`src/rtl/cp0_pkg.sv`:
```
// cp0_pkg: shared CP0 register numbers, exception codes and field positions
package cp0_pkg;
    localparam logic [4:0] CP0_SR = 5'd12;
    localparam logic [4:0] CP0_CAUSE = 5'd13;
    localparam logic [4:0] CP0_EPC = 5'd14;
    localparam logic [4:0] CP0_PRID = 5'd15;
    localparam logic [4:0] EXC_INT = 5'd0;
    localparam logic [4:0] EXC_ADEL = 5'd4;
    localparam logic [4:0] EXC_ADES = 5'd5;
    localparam logic [4:0] EXC_SYSCALL = 5'd8;
    localparam logic [4:0] EXC_RI = 5'd10;
    localparam logic [4:0] EXC_OV = 5'd12;
    localparam int IM_HI = 15;
    localparam int IM_LO = 10;
    localparam int EXL_BIT = 1;
    localparam int IE_BIT = 0;
    localparam int BD_BIT = 31;
    localparam int IP_HI = 15;
    localparam int IP_LO = 10;
    localparam int EXC_HI = 6;
    localparam int EXC_LO = 2;
    localparam logic [31:0] HANDLER_PC = 32'h0000_4180;
endpackage

```
`src/rtl/cp0_req_gen.sv`:
```
// cp0_req_gen: decides whether the M-stage slot traps and which ExcCode it records
module cp0_req_gen
    import cp0_pkg::*;
(
    input  logic [5:0] i_hw_int,
    input  logic [5:0] i_im,
    input  logic       i_ie,
    input  logic       i_exl,
    input  logic [4:0] i_exc_code,
    output logic       o_req,
    output logic [4:0] o_exc_code
);
    logic w_int_req;
    logic w_exc_req;
    assign w_int_req = |(i_hw_int & i_im) & i_ie & ~i_exl;
    assign w_exc_req = (i_exc_code != 5'd0) & ~i_exl;
    assign o_req = w_int_req | w_exc_req;
    assign o_exc_code = w_int_req ? EXC_INT : i_exc_code;
endmodule

```
`src/rtl/cp0_unit.sv`:
```
// cp0_unit: M-stage coprocessor 0 holding SR/Cause/EPC/PRId and raising the flush request
module cp0_unit #(
    parameter logic [31:0] PRID_VALUE = 32'h2023_0701,
    parameter logic [31:0] HANDLER_PC = 32'h0000_4180
) (
    input  logic        clk,
    input  logic        reset,
    input  logic        i_en,
    input  logic [4:0]  i_cp0_addr,
    input  logic [31:0] i_cp0_wdata,
    input  logic [31:0] i_vpc,
    input  logic        i_bd_in,
    input  logic [4:0]  i_exc_code_in,
    input  logic [5:0]  i_hw_int,
    input  logic        i_eret,
    output logic [31:0] o_cp0_rdata,
    output logic [31:0] o_epc_out,
    output logic        o_req,
    output logic [31:0] o_handler_pc
);
    import cp0_pkg::*;
    logic [5:0]  r_im;
    logic        r_exl;
    logic        r_ie;
    logic        r_bd;
    logic [5:0]  r_ip;
    logic [4:0]  r_exc;
    logic [31:0] r_epc;
    logic        w_req;
    logic [4:0]  w_code;
    logic [31:0] w_sr;
    logic [31:0] w_cause;
    cp0_req_gen u_req_gen (
        .i_hw_int  (i_hw_int),
        .i_im      (r_im),
        .i_ie      (r_ie),
        .i_exl     (r_exl),
        .i_exc_code(i_exc_code_in),
        .o_req     (w_req),
        .o_exc_code(w_code)
    );
    // A trap drops any same-cycle mtc0/eret; otherwise an eret's EXL clear beats an SR write.
    always_ff @(posedge clk) begin
        if (reset) begin
            r_im <= '0;
            r_exl <= 1'b0;
            r_ie <= 1'b0;
            r_bd <= 1'b0;
            r_ip <= '0;
            r_exc <= '0;
            r_epc <= '0;
        end else begin
            r_ip <= i_hw_int;
            if (w_req) begin
                r_exl <= 1'b1;
                r_exc <= w_code;
                r_bd <= i_bd_in;
                r_epc <= i_bd_in ? i_vpc - 32'd4 : i_vpc;
            end else begin
                if (i_en && i_cp0_addr == CP0_SR) begin
                    r_im <= i_cp0_wdata[IM_HI:IM_LO];
                    r_exl <= i_cp0_wdata[EXL_BIT];
                    r_ie <= i_cp0_wdata[IE_BIT];
                end
                if (i_en && i_cp0_addr == CP0_EPC) r_epc <= i_cp0_wdata;
                if (i_eret) r_exl <= 1'b0;
            end
        end
    end
    assign w_sr = {16'b0, r_im, 8'b0, r_exl, r_ie};
    assign w_cause = {r_bd, 15'b0, r_ip, 3'b0, r_exc, 2'b0};
    assign o_cp0_rdata = i_cp0_addr == CP0_SR ? w_sr :
                         i_cp0_addr == CP0_CAUSE ? w_cause :
                         i_cp0_addr == CP0_EPC ? r_epc :
                         i_cp0_addr == CP0_PRID ? PRID_VALUE : 32'd0;
    assign o_epc_out = r_epc;
    assign o_req = w_req;
    assign o_handler_pc = HANDLER_PC;
endmodule

```
`config.mk`:
```
export PLATFORM = sky130hd
export DESIGN_NAME = cp0_unit
export DESIGN_NICKNAME = d
export VERILOG_FILES = /design/src/rtl/cp0_pkg.sv /design/src/rtl/cp0_req_gen.sv /design/src/rtl/cp0_unit.sv
export SDC_FILE = /design/constraint.sdc
export NUM_CORES = 1
export LEC_CHECK = 0
export BUFFER_PORTS_ARGS = -buffer_cell sky130_fd_sc_hd__buf_2
export CAP_MARGIN = 20
export CORE_MARGIN = 4
export CORE_UTILIZATION = 25
export CTS_CLUSTER_DIAMETER = 100
export DETAILED_ROUTE_END_ITERATION = 7
export PLACE_DENSITY = 0.5
export SLEW_MARGIN = 10
export SYNTH_ARGS = -nofsm -noshare
export SYNTH_HDL_FRONTEND = slang
export SYNTH_SLANG_ARGS = --single-unit
```
`constraint.sdc`:
```
create_clock -name clk -period 2.7 [get_ports clk]
set_input_delay 0.27 -clock clk [delete_from_list [all_inputs] [get_ports clk]]
set_output_delay 0.27 -clock clk [all_outputs]
set_load 0.05 [all_outputs]
```
-- Yosys cells after proc, flatten, opt, wreduce, memory -nomap -nowiden
Cells that the tools add are included.
- bits in registers: 52
- latch bits: 0
- bits in writable memories: 0
- ROM bits: 0
- memories kept: 0
- add/subtract/negate cells: 1
- $mul: 0
- div/mod/pow operators: 0
- $lt $le $gt $ge: 0
- equal/unequal tests: 4
- shift-type cells: 0
- multiplexer cells: 11
- bitwise gates (word level): 7
- reduce and logical (&&, ||, !) cells: 7
- operator list (operator ; number):
    $mux 32 ; 6
    $sub 32x3->32 const B ; 1
    $mux 30 ; 1
    $eq 5x4->1 const B ; 4
    $and 6x6->6 ; 1
    $reduce_or 6->1 ; 1
    $mux 5 ; 1
    $reduce_bool 5->1 ; 1
    $and 1x1->1 ; 3
    $mux 1 ; 3
    $reduce_bool 3->1 ; 1
    $logic_and 1x1->1 ; 2
    $not 1->1 ; 2
    $reduce_and 2->1 ; 1
    $reduce_bool 2->1 ; 1
    $or 1x1->1 ; 1

-- Logic depth before layout (Yosys ltp)
- depth in word-level cells: 7
- mapped depth: 7
- depth with buffers taken out: 6

-- Cells and area by module
A second synthesis with hierarchy kept.
- cell total of the unflattened synthesis: 438
- area, all modules: 3565.9 um2
- modules (own cells, without submodules) (module ; times used ; cells an instance ; area an instance (um2) ; sequential area each (um2)):
    cp0_unit ; 1 ; 425 ; 3463.3 ; 1041.0
    cp0_req_gen ; 1 ; 13 ; 102.6 ; 0.0

-- Least setup slack after synthesis
No wires, ideal clock.
- path type: input-to-reg
- from: in i_vpc[12]
- to: reg r_epc[31], in the netlist o_epc_out[31]
- arrival time: 2.154 ns
- setup slack: 0.455 ns
- stages on the path: 5
- path through: or4_4 -> or4_1 -> clkbuf_2 -> or4_1 -> a311oi_1
- word-level cells in the longest chain between the ends: 3
- ends and longest elaborated chain (element ; line ; source):
    start, declared ; cp0_unit.sv:11 ; input logic [31:0] i_vpc,
    $sub 32x3->32 ; cp0_unit.sv:58 ; r_epc <= i_bd_in ? i_vpc - 32'd4 : i_vpc;
    $mux 32 ; cp0_unit.sv:58 ;
    $mux 32 ; cp0_unit.sv:54 ; if (w_req) begin
    end signal, assigned ; cp0_unit.sv:58 ;
    end signal, assigned ; cp0_unit.sv:65 ; if (i_en && i_cp0_addr == CP0_EPC) r_epc <= i_cp0_wdata;
    end, declared ; cp0_unit.sv:28 ; logic [31:0] r_epc;
Every way passes these cells.
A chain may end at the register's enable or synchronous reset.

-- Worst setup path after layout
- from: reg r_im[3]
- to: out o_req
- word-level cells in the longest chain between the ends: 5
- ends and longest elaborated chain (element ; line ; source):
    start, declared ; cp0_unit.sv:22 ; logic [5:0] r_im;
    start signal, assigned ; cp0_unit.sv:61 ; r_im <= i_cp0_wdata[IM_HI:IM_LO];
    $and 6x6->6 ; cp0_req_gen.sv:15 ; assign w_int_req = |(i_hw_int & i_im) & i_ie & ~i_exl;
    $reduce_or 6->1 ; cp0_req_gen.sv:15 ;
    $and 1x1->1 (2 in series) ; cp0_req_gen.sv:15 ;
    $or 1x1->1 ; cp0_req_gen.sv:17 ; assign o_req = w_int_req | w_exc_req;
    end, declared ; cp0_unit.sv:18 ; output logic o_req,
Every way passes these cells.

==> flow_summary.ini <==
[timing]
max_freq_mhz = 418
period_share_pct = 88.6
setup_viol = 0
relSlewSlack_pct = 41.3
fin_setup_tns_ps = 0
fin_skew_ps = 11.0
rsz0062_at_grt = false
postLayoutSetupSlackWorst_ps = 307
slew_viol_final = 0
hold_violations = 0
min_period_ps = 2390
tightestPinTransition_ps = 880

[setup_path]
crit_path_end_kind = output pin
start_kind = register
worstPathMaxFanout = 28
required_ps = 2430
critPathArrivalTime_ps = 2120
path_class = reg -> out

[floorplanning]
fp.dieH_um = 134
coreArea_mm2 = 0.0153
die_w_um = 134
design.die.area_mm2 = 0.0179
row_count = 45
io_pins = 182
start_util_pct = 25.8

[cells_and_area]
nets = 700
seqCellArea_mm2 = 0.00104
syn_to_final_growth_pct = 23.9
drive_gt1_share_pct = 32.4
n_antenna_cell = 0
fillCellCount = 1655
multiInputGateArea_mm2 = 0.00254

[global_route]
grt_pass1_wl_mm = 22.7
grt_usage_pct = 15.8
grt_max_degree = 68
grt_overflow = 0
antenna_found_initial = 0
grt_pass1_vias = 3993

[clock_network]
postCtsSetupBuffers = 0
cts_hold_buf = 0
path_clk_slew_ps = 80
h-tree-depth = 2
cts.sinks = 52
cts_tree = yes
clock_latency_ps = 290
cts-buffers-inserted = 5
cts_buffer_depth = 2
cts-root-buf = clkbuf_16
ctsResizeCount = 0

[synth]
synth_cells = 490
synth_area_mm2 = 0.00395
synth_cell_type_count = 53
synthTopCellsByCount = dfxtp_1, nor4_1, clkbuf_1
synth_edf_count = 0
postSynthAreaPerCell_um2 = 8.05
synth_flop_cell = dfxtp_1
yosysWarnings = 0
ys_ff_latch = 52
synthTopCellsByArea = dfxtp_1, a21boi_0, buf_4, nor4_1, and3_1
synth_seq_area_share_pct = 26.4
yosysTopAreaCellShare_pct = 26.4
synth_top_area_cell = dfxtp_1
synth_most_common_cell = dfxtp_1
async_flop_share_pct = 0

[power]
seqPwrFrac_pct = 38.3
power.density_mw_per_mm2 = 466
p_leak_nw = 2.11
clockPowerShare_pct = 29.5
power.internal_w = 0.00138
peakVddDrop_mv = 0.231
comb_power_share_pct = 32.2
p_sw_w = 0.000895
switching_share_pct = 39.3

[route]
vias = 4154
ant_nets = 0
routed_wl_mm = 14.8
wire_per_inst_um = 17.9
drt_iter0_markers = 262
drt-vias-per-instance = 5.03
drc = 0
drt_pass1_iterations = 5

[status]
status = complete, no violations

[place]
portBuffers = 149
pre_cts_ws_ps = 239
place.gp.congestion = 0.860
dp_hpwl_mm = 11.3

[hold_path]
hold_path_class = in -> reg

[run]
maxCapViolations = 0
==> path summary, 6_finish.rpt <==
kind | start | to | slack [ps] | cells past startpoint
hold reg to reg | r_im[3] | r_im[3] | 500 | 2
hold / removal | i_hw_int[0] | r_ip[0] | 210 | 2
setup / recovery | r_im[3] | o_req | 310 | 4
setup reg to reg | r_im[3] | r_exl | 610 | 5
==> through the flow <==
stage / cells / area, um^2 / utilization (%) / hold slack (ps) / power, W
final: 826 / 4890 / 31.9 / 209 / 0.00228
after global routing: 826 / 4890 / 31.9 / 219 / 0.00238
after CTS: 826 / 4890 / 31.9 / 202 / 0.00230
after detailed placement: 818 / 4740 / 30.9 / 483 / 0.00162
after global placement: 818 / 4740 / 30.9 / 474 / 0.00161
after floorplan: 520 / 4060 / - / 398 / 0.00144
==> power by group through the flow <==
stage	Clock (W)	Sequential [W]	Combinational [W]
after floorplan	0	0.00103	0.000406
after global placement	0	0.000889	0.000725
after detailed placement	0	0.000890	0.000732
after CTS	0.000693	0.000873	0.000734
after global routing	0.000716	0.000880	0.000783
final	0.000672	0.000871	0.000734
==> layout make-up <==
cell class	instances	share of cell area, %
Clock inverter	3	0.537
Sequential cell	52	21.3
Tap cell	211	5.40
Clock buffer	5	2.56
Inverter	5	0.384
Multi-Input combinational cell	386	52.0
Timing Repair Buffer	164	17.8
==> sequential cells by signal, indices dropped and copies added (netlist names) <==
signal and count:
o_epc_out 32, r_exl 1, r_bd 1, r_exc 5, r_ip 6, r_ie 1
r_im 6
==> critical path, cell delays in order (launching register included) <==
cell and delay (ps):
dfxtp_1 320, a22o_1 250, o311a_1 370, or2_2 570, buf_2 330
==> cells in the final DEF (no fill, tap or decap), types with 4 or more instances in the layout <==
cell type  instances
or4_1             14
mux2i_1           13
nor2b_1           10
buf_4             14
dfxtp_1           52
conb_1            32
nand2_1            6
a22oi_1            6
nand3_1            8
and3_1            31
o21ai_0            4
o41ai_1            4
or2_2              6
and2_1            12
xor2_1             5
a21boi_0          32
a311oi_1          16
nor3_1             8
or3_1              7
nor2_1            34
or3b_2             6
a211oi_1          17
o31ai_1           11
nor4_1            38
xnor2_1            8
nand2b_1          14
buf_2            149
inv_1              5
clkbuf_16          5
a21oi_1           12
==> per-layer routing <==
layer  global-route usage, %  vias to the layer above  part of all wire, %
met4                    2.63                        0                 0.37
met2                    26.3                      150                   47
li1                        -                     2033                    -
met1                    22.0                     1969                   46
met3                    2.61                        2                  6.1
met5                       0                        -                    0
==> cell families (layout without fill, tap and decap cells) <==
group,Yosys count,count (layout),synth area share [%]
other,2,32,0.190
multiplexers,13,13,3.30
buffers and inverters,82,177,12.3
XOR/XNOR,13,13,2.89
AND/OR/NAND/NOR,216,216,33.6
AO/OA/AOI/OAI,111,111,21.0
flip-flops,52,52,26.4
adder cells (fa/ha/maj),1,1,0.317
Note: power is estimated with default switching activity, not from simulation.
